===== config.mk =====
export PLATFORM = sky130hd
export DESIGN_NAME = change_event_logger
export DESIGN_NICKNAME = d
export VERILOG_FILES = /design/src/rtl/evlog_pkg.sv /design/src/rtl/evlog_fifo.sv /design/src/rtl/change_event_logger.sv
export SDC_FILE = /design/constraint.sdc
export NUM_CORES = 1
export LEC_CHECK = 0
export ABC_AREA = 1
export CELL_PAD_IN_SITES_DETAIL_PLACEMENT = 1
export CELL_PAD_IN_SITES_GLOBAL_PLACEMENT = 2
export CORE_MARGIN = 2
export CORE_UTILIZATION = 42
export CTS_BUF_LIST = sky130_fd_sc_hd__clkbuf_4 sky130_fd_sc_hd__clkbuf_8 sky130_fd_sc_hd__clkbuf_16
export CTS_CLUSTER_SIZE = 28
export DETAILED_ROUTE_END_ITERATION = 10
export PLACE_DENSITY_LB_ADDON = 0.1
export SYNTH_ARGS = -nofsm -noshare
export SYNTH_HDL_FRONTEND = slang
export SYNTH_SLANG_ARGS = --single-unit
export TNS_END_PERCENT = 30

===== constraint.sdc =====
create_clock -name clk -period 7.5 [get_ports clk]
set_clock_uncertainty 0.2 [all_clocks]
set_input_delay 1.5 -clock clk [delete_from_list [all_inputs] [get_ports clk]]
set_output_delay 1.5 -clock clk [all_outputs]
set_load 0.02 [all_outputs]

===== src/rtl/evlog_pkg.sv =====
// evlog_pkg: shared types, defaults and drop-counter helpers for the change event logger
package evlog_pkg;
  localparam int DEF_NSIG  = 12;
  localparam int DEF_TS_W  = 16;
  localparam int DEF_DEPTH = 16;
  localparam int DROP_W    = 8;
  localparam logic [DROP_W-1:0] DROP_MAX = '1;
  typedef struct packed {
    logic [DEF_TS_W-1:0]          t;
    logic [$clog2(DEF_NSIG)-1:0]  index;
    logic                         value;
  } ev_rec_t;
  function automatic logic [DROP_W-1:0] drop_add(input logic [DROP_W-1:0] a, input logic [31:0] n);
    logic [32:0] s;
    s = 33'(a) + 33'(n);
    return (s > 33'(DROP_MAX)) ? DROP_MAX : DROP_W'(s);
  endfunction
endpackage


===== src/rtl/evlog_fifo.sv =====
// evlog_fifo: show-ahead record FIFO, push allowed while full when a pop happens on the same edge
module evlog_fifo #(
  parameter int W     = 8,
  parameter int DEPTH = 16
) (
  input  logic         clk,
  input  logic         rst_n,
  input  logic         i_push,
  input  logic         i_pop,
  input  logic [W-1:0] i_data,
  output logic [W-1:0] o_data,
  output logic         o_full,
  output logic         o_empty
);
  localparam int AW = $clog2(DEPTH);
  logic [W-1:0] r_mem [DEPTH];
  logic [AW:0]  r_wp, r_rp;
  logic         w_do_pop, w_do_push;
  assign o_empty   = r_wp == r_rp;
  assign o_full    = (r_wp ^ r_rp) == {1'b1, {AW{1'b0}}};
  assign w_do_pop  = i_pop & ~o_empty;
  assign w_do_push = i_push & (~o_full | w_do_pop);
  assign o_data    = o_empty ? '0 : r_mem[r_rp[AW-1:0]];
  // read/write pointers with a wrap bit to tell full from empty
  always_ff @(posedge clk or negedge rst_n)
    if (!rst_n) begin
      r_wp <= '0;
      r_rp <= '0;
    end else begin
      if (w_do_push) r_wp <= r_wp + 1'b1;
      if (w_do_pop) r_rp <= r_rp + 1'b1;
    end
  // storage needs no reset; empty masks stale contents at the output
  always_ff @(posedge clk)
    if (w_do_push) r_mem[r_wp[AW-1:0]] <= i_data;
endmodule


===== src/rtl/change_event_logger.sv =====
// change_event_logger: timestamps per-bit changes of sig_in and queues them lowest index first
module change_event_logger
  import evlog_pkg::*;
#(
  parameter int NSIG  = DEF_NSIG,
  parameter int TS_W  = DEF_TS_W,
  parameter int DEPTH = DEF_DEPTH,
  localparam int IDX_W = $clog2(NSIG)
) (
  input  logic              clk,
  input  logic              rst_n,
  input  logic              enable,
  input  logic [NSIG-1:0]   sig_in,
  output logic              ev_valid,
  input  logic              ev_ready,
  output logic [TS_W-1:0]   ev_time,
  output logic [IDX_W-1:0]  ev_index,
  output logic              ev_value,
  output logic              dropped,
  output logic [DROP_W-1:0] drop_count,
  input  logic              clear_drop
);
  localparam int REC_W = TS_W + IDX_W + 1;
  logic [TS_W-1:0]   r_ts_cnt;
  logic [TS_W-1:0]   r_ts [NSIG];
  logic [NSIG-1:0]   r_prev, r_pend, r_val;
  logic              r_primed, r_dropped;
  logic [DROP_W-1:0] r_drop_cnt;
  logic [NSIG-1:0]   w_chg, w_hit, w_set, w_drop;
  logic [IDX_W-1:0]  w_sel;
  logic [31:0]       w_ndrop;
  logic              w_push, w_pop, w_full, w_empty;
  logic [REC_W-1:0]  w_rec_in, w_rec_out;
  assign w_chg    = (enable & r_primed) ? (sig_in ^ r_prev) : '0;
  assign w_pop    = ev_valid & ev_ready;
  assign w_push   = (|r_pend) & (~w_full | w_pop);
  assign w_hit    = w_push ? (NSIG'(1) << w_sel) : '0;
  assign w_set    = w_chg & (~r_pend | w_hit);
  assign w_drop   = w_chg & r_pend & ~w_hit;
  assign w_ndrop  = 32'($countones(w_drop));
  assign w_rec_in = {r_ts[w_sel], w_sel, r_val[w_sel]};
  assign ev_valid = ~w_empty;
  assign {ev_time, ev_index, ev_value} = w_rec_out;
  assign dropped    = r_dropped;
  assign drop_count = r_drop_cnt;
  // priority encoder: lowest pending index drains first
  always_comb begin
    w_sel = '0;
    for (int i = NSIG - 1; i >= 0; i--) if (r_pend[i]) w_sel = IDX_W'(i);
  end
  // timestamp counter, change detector history and pending set
  always_ff @(posedge clk or negedge rst_n)
    if (!rst_n) begin
      r_ts_cnt <= '0;
      r_prev   <= '0;
      r_primed <= 1'b0;
      r_pend   <= '0;
      r_val    <= '0;
    end else begin
      if (enable) r_ts_cnt <= r_ts_cnt + 1'b1;
      r_prev   <= sig_in;
      r_primed <= r_primed | enable;
      r_pend   <= (r_pend & ~w_hit) | w_set;
      r_val    <= (r_val & ~w_set) | (sig_in & w_set);
    end
  // per-bit capture of the timestamp at which a pending change was seen
  always_ff @(posedge clk or negedge rst_n)
    if (!rst_n) begin
      for (int i = 0; i < NSIG; i++) r_ts[i] <= '0;
    end else begin
      for (int i = 0; i < NSIG; i++) if (w_set[i]) r_ts[i] <= r_ts_cnt;
    end
  // sticky drop flag and saturating count; a same-cycle drop overrides clear
  always_ff @(posedge clk or negedge rst_n)
    if (!rst_n) begin
      r_dropped  <= 1'b0;
      r_drop_cnt <= '0;
    end else if (|w_drop) begin
      r_dropped  <= 1'b1;
      r_drop_cnt <= drop_add(clear_drop ? '0 : r_drop_cnt, w_ndrop);
    end else if (clear_drop) begin
      r_dropped  <= 1'b0;
      r_drop_cnt <= '0;
    end
  evlog_fifo #(.W(REC_W), .DEPTH(DEPTH)) u_fifo (
    .clk     (clk),
    .rst_n   (rst_n),
    .i_push  (w_push),
    .i_pop   (w_pop),
    .i_data  (w_rec_in),
    .o_data  (w_rec_out),
    .o_full  (w_full),
    .o_empty (w_empty)
  );
endmodule


==> results.yml, run 1 <==
critical_path:
  crit_path_end_kind: "flop"
  crit_path_max_incr_delay_ns: 0.58
  start_kind: "primary input"
  worstPathRequired_ns: 7.85
  cp_common_cell: "fa_1"
  slowest_stage: "clkdlybuf4s50_1"
  worstPathArrival_ns: 7.33
  path_max_fanout: 7
  worstSetupPathType: "primary input to flop"
clock_tree:
  clk_latency_ns: 0.62
  clkTransAtPathRegs_ns: 0.06
  cts_tree: "yes"
  cts_setup_buffers: 0
  ctsResizeCount: 0
  holdBufCountCts: 0
  clock-root-buffer: "clkbuf_16"
  cts_max_level: 3
  cts_buffers: 67
  cts.sinks: 600
  cts_buffer_depth: 3
synthesis:
  synth_ff_type: "edfxtp_1"
  yosys.cell_types.count: 42
  synth_edf_count: 336
  netlist_instances: 2364
  netlist_area_mm2: 0.0254
  synth_nets: 2405
  yosys_warnings: 0
  synth_seq_cells: 600
  yosysSeqAreaShare_pct: 65.8
  synth-async-reset-ratio_pct: 44.0
  syn_avg_cell_area_um2: 10.7
floorplan:
  die_area_mm2: 0.0624
  core-area_mm2: 0.0600
  die_x_um: 250
  start_util_pct: 42.3
  io_pins: 48
  die_h_um: 250
  rows: 90
global_routing:
  grt_max_degree: 113
  grtUsageTotal_pct: 23.7
  grt-ovfl-total: 0
  grt_pass1_vias: 18137
  grt_antenna_before_repair: 1
  grt_pass1_wl_mm: 112
routing:
  drt-initial-drc-count: 1136
  vias: 17631
  via_per_inst: 5.47
  post_drt_wl_per_cell_um: 22.6
  drt_first_pass_iters: 4
  drc: 0
  ant_nets: 0
  routed_wl_mm: 72.8
sta:
  worst_pin_slew_ns: 1.41
  period_needed_ns: 6.99
  finalHoldViolations: 0
  fin_crit_sh_pct: 93.1
  hold_ws_ns: 0.279
  setup_viol: 0
  fmax_mhz: 143
  max_slew_margin_pct: 5.69
  maxSlewViolCount: 0
  rsz0062_at_grt: "no"
placed_design:
  gp_congestion: 0.800
  port_buffers: 47
  dp_hpwl_mm: 41.6
layout:
  fillers: 6399
  postLayoutCoreUtil_pct: 48.4
  area_growth_pct: 14.5
  fin_nets: 2438
  n_antenna_cell: 0
  final_layout_size_suffix_gt1_share_pct: 10.1
power:
  power_leakage_uw: 0.0116
  ir_worst_vdd_mv: 0.242
  p_per_area_mw_per_mm2: 451
min_path:
  hp-class: "flop to flop"
outcome:
  outcome: "finished, final reports clean"
run:
  cap_viol_max_count: 0
## critical path, delay by kind of cell
kind / cells / cell delay [ns]
AND/OR/NAND/NOR: 10 / 1.63
adder cells (fa/ha/maj): 6 / 2.62
buffers and inverters: 4 / 0.80
AO/OA/AOI/OAI: 5 / 0.78
## layout make-up
| type | instances | area [um2] | share of cell area [%] |
|---|---|---|---|
| clock buffers | 90 | 1900 | 6.56 |
| inverters | 90 | 342 | 1.18 |
| repair buffers | 109 | 953 | 3.28 |
| flip-flops and latches | 600 | 16700 | 57.5 |
| well taps | 782 | 978 | 3.37 |
| clock inverters | 26 | 335 | 1.16 |
| multi-input cells | 1529 | 7820 | 26.9 |
## power by group
| group | switching, uW | total, uW | internal [uW] |
|---|---|---|---|
| registers | 327 | 5070 | 4750 |
| logic | 3250 | 4650 | 1400 |
| clock network | 1340 | 3370 | 2030 |
| total | 4920 | 13100 | 8170 |
## kinds of logic (layout without fill, tap and decap cells)
kind of cell	count (synthesis)	count (layout)	share of synthesized area (%)
AOI/OAI and AO/OA	489	489	11.2
xor gates and xnor gates	29	29	1.00
adders and majority gates	24	24	1.42
buffers and inverters	235	315	3.64
DFF	600	600	65.8
muxes	44	44	1.78
and+or+nand+nor	943	943	15.1
## cell usage after synthesis (all sizes together) (3+ instances only)
cell,count,share of area (%)
a21oi,58,1.2
ha,16,0.79
clkbuf,101,1.5
fa,8,0.63
mux2,9,0.40
nand3,110,2.3
o21ai,317,6.3
a31oi,21,0.52
buf,44,0.81
o32ai,49,1.7
nand2,558,8.4
inv,88,1.3
dfrtp,264,26
nor3,7,0.14
edfxtp,336,40
mux2i,35,1.4
nand4,8,0.20
nor4,3,0.074
o221ai,35,1.2
o211ai,7,0.21
or2,3,0.074
nor2,254,4.0
xor2,27,0.93
## metal layers
metal  global-route usage (%)  part of all wire, %  vias up
li1                         -                    -     8252
met1                     31.5                   45     8998
met2                     40.5                   50      284
met3                     3.23                  3.6       97
met4                     7.09                  2.3        0
met5                        0                    0        -
## cells in the final DEF, fill, tap and decap left out, types with 38 or more instances in the layout
master / count
buf_4: 61
nand3_1: 104
clkbuf_16: 69
nand2_1: 544
o21ai_1: 38
nor2_1: 228
clkdlybuf4s50_1: 46
inv_1: 78
o21ai_0: 276
dfrtp_1: 262
edfxtp_1: 336
o32ai_1: 49
a21oi_1: 56
## metrics by stage
stage | cells | cell area, um2 | setup slack [ns] | setup TNS, ns | power [uW]
after global placement | 3110 | 26800 | 0.0694 | 0 | 9680
after global routing | 3226 | 29000 | 0.143 | 0 | 13900
after floorplan | 2364 | 25400 | 1.03 | 0 | 7860
after CTS | 3226 | 29000 | 0.508 | 0 | 13300
after detailed placement | 3110 | 26800 | -0.0100 | -0.0119 | 9830
final | 3226 | 29000 | 0.515 | 0 | 13100
## final timing paths
| path | from | endpoint | slack (ns) | cells past startpoint |
|---|---|---|---|---|
| worst max register to register | r_pend[3]$_DFF_PN0_ | drop_count[2]$_DFF_PN0_ | 1.01 | 26 |
| min in group asynchronous | rst_n | r_ts[124]$_DFFE_PN0P_ | 0.69 | 1 |
| worst min register to register | flop | flop | 0.28 | 2 |
| worst max-delay path | ev_ready | drop_count[2]$_DFF_PN0_ | 0.51 | 25 |
| max in group asynchronous | rst_n | u_fifo.r_rp[1]$_DFFE_PN0P_ | 4.90 | 2 |
| worst min-delay path | flop | flop | 0.28 | 2 |
## sequential cells by signal, summed over array words and instances, names as in the netlist, named ones only
| name | flops |
|---|---|
| r_primed | 1 |
| r_ts | 192 |
| drop_count | 8 |
| u_fifo.r_wp | 5 |
| u_fifo.r_mem | 336 |
| dropped | 1 |
| r_prev | 12 |
| r_ts_cnt | 16 |
| u_fifo.r_rp | 5 |
| r_pend | 12 |
Note: power is estimated with default switching activity, not from simulation.
==> inputs of run 2 (changes only) <==
CTS_BUF_LIST = default   (was sky130_fd_sc_hd__clkbuf_4 sky130_fd_sc_hd__clkbuf_8 sky130_fd_sc_hd__clkbuf_16)
SKIP_CTS_REPAIR_TIMING = 1   (was default)
==> results.yml, run 2 (same netlist as run 1, synthesis figures left out) <==
critical_path:
  start_kind: "primary input"
  crit_path_end_kind: "flop"
  worstSetupPathType: "primary input to flop"
  worstPathRequired_ns: 7.85
  path_max_fanout: 7
  worstPathArrival_ns: 7.34
routing:
  ant_nets: 0
  vias: 17641
  via_per_inst: 5.47
  drt_first_pass_iters: 4
  routed_wl_mm: 72.8
  drt-initial-drc-count: 1058
  post_drt_wl_per_cell_um: 22.6
  drc: 0
floorplan:
  io_pins: 48
  core-area_mm2: 0.0600
  die_h_um: 250
  rows: 90
  die_x_um: 250
  start_util_pct: 42.3
  die_area_mm2: 0.0624
global_routing:
  gr-usage-met1_pct: 31.5
  grt_pass1_vias: 18141
  grt-ovfl-total: 0
  grt.busiest_layer: "met2"
  met3_usage_pct: 3.24
  grt_max_degree: 113
  grt_antenna_before_repair: 1
  grtUsageMet2_pct: 40.5
  grtUsageTotal_pct: 23.7
  grt_pass1_wl_mm: 112
power:
  p_per_area_mw_per_mm2: 450
  total_power_uw: 13000
  ir_worst_vdd_mv: 0.244
  power_leakage_uw: 0.0116
sta:
  finalHoldViolations: 0
  worst_pin_slew_ns: 1.39
  fin_crit_sh_pct: 93.2
  maxSlewViolCount: 0
  period_needed_ns: 6.99
  fmax_mhz: 143
  setup_tns_ns: 0
  rsz0062_at_grt: "no"
  max_slew_margin_pct: 6.74
  setup_viol: 0
  hold_ws_ns: 0.279
clock_tree:
  cts_max_level: 3
  cts_buffers: 67
  cts_tree: "yes"
  cts_buffer_depth: 3
  clkTransAtPathRegs_ns: 0.06
  clock-root-buffer: "clkbuf_16"
  cts.sinks: 600
  clk_latency_ns: 0.62
layout:
  final_common_cell: "nand2_1"
  largest_reg_flops: 336
  stdcell_area_mm2: 0.0290
  final_layout_size_suffix_gt1_share_pct: 9.33
  fin_nets: 2438
  area_growth_pct: 14.2
  final_cell_mix: "nand2_1 (544), edfxtp_1 (336), o21ai_0 (276)"
  n_antenna_cell: 0
placed_design:
  port_buffers: 47
  gp_congestion: 0.800
  dp_hpwl_mm: 41.6
  dpl-instance-area_mm2: 0.0268
run:
  cap_viol_max_count: 0
outcome:
  outcome: "finished, final reports clean"
min_path:
  hp-class: "flop to flop"
-- run 2: final cells by class --
class	count	area [um2]
inverters	90	342
clock buffers	90	1840
fillers	6413	31100
clock inverters	26	335
well taps	782	978
repair buffers	109	953
multi-input cells	1529	7820
flip-flops and latches	600	16700
-- run 2: stage by stage --
stage | utilization [%] | cells | setup slack [ns]
after floorplan | - | 2364 | 1.03
after global placement | 44.6 | 3110 | 0.0694
after detailed placement | 44.6 | 3110 | -0.0100
after CTS | 48.3 | 3226 | 0.508
after global routing | 48.3 | 3226 | 0.143
final | 48.3 | 3226 | 0.510
-- run 2: worst paths after layout --
path                                     startpoint                          to  slack, ns  depth (start not counted)
max in group asynchronous                     rst_n  u_fifo.r_rp[1]$_DFFE_PN0P_       4.91                          2
worst max register to register  r_pend[3]$_DFF_PN0_     drop_count[2]$_DFF_PN0_       0.97                         26
worst min-delay path                           flop                        flop       0.28                          2
worst max-delay path                       ev_ready     drop_count[2]$_DFF_PN0_       0.51                         25
worst min register to register                 flop                        flop       0.28                          2
min in group asynchronous                     rst_n       r_ts[124]$_DFFE_PN0P_       0.70                          1
-- run 2: worst max-delay path, cell delays in order --
cell	delay, ns
clkdlybuf4s50_1	0.59
nor2_1	0.17
nand3_1	0.18
nand2_1	0.24
o21ai_2	0.10
or2_2	0.30
fa_1	0.53
fa_1	0.44
fa_1	0.52
fa_1	0.48
inv_1	0.09
fa_1	0.21
inv_1	0.07
fa_1	0.44
nor2_1	0.16
nor2_1	0.06
o21bai_1	0.17
nand2_1	0.10
a21oi_1	0.19
inv_1	0.06
nor2_1	0.12
nand2_1	0.21
o21ai_0	0.17
o21ai_0	0.15
nand2_1	0.09
-- run 2: metal layers --
layer	part of all wire (%)	wire length, um	vias up
met5	0	0	-
met4	2.3	1700	0
met3	3.5	2570	98
met2	50	36100	273
met1	45	32500	9023
li1	-	-	8247
-- run 2: power by group --
group | switching, uW | internal [uW]
clock network | 1340 | 1960
logic | 3260 | 1400
registers | 325 | 4750
total | 4930 | 8110
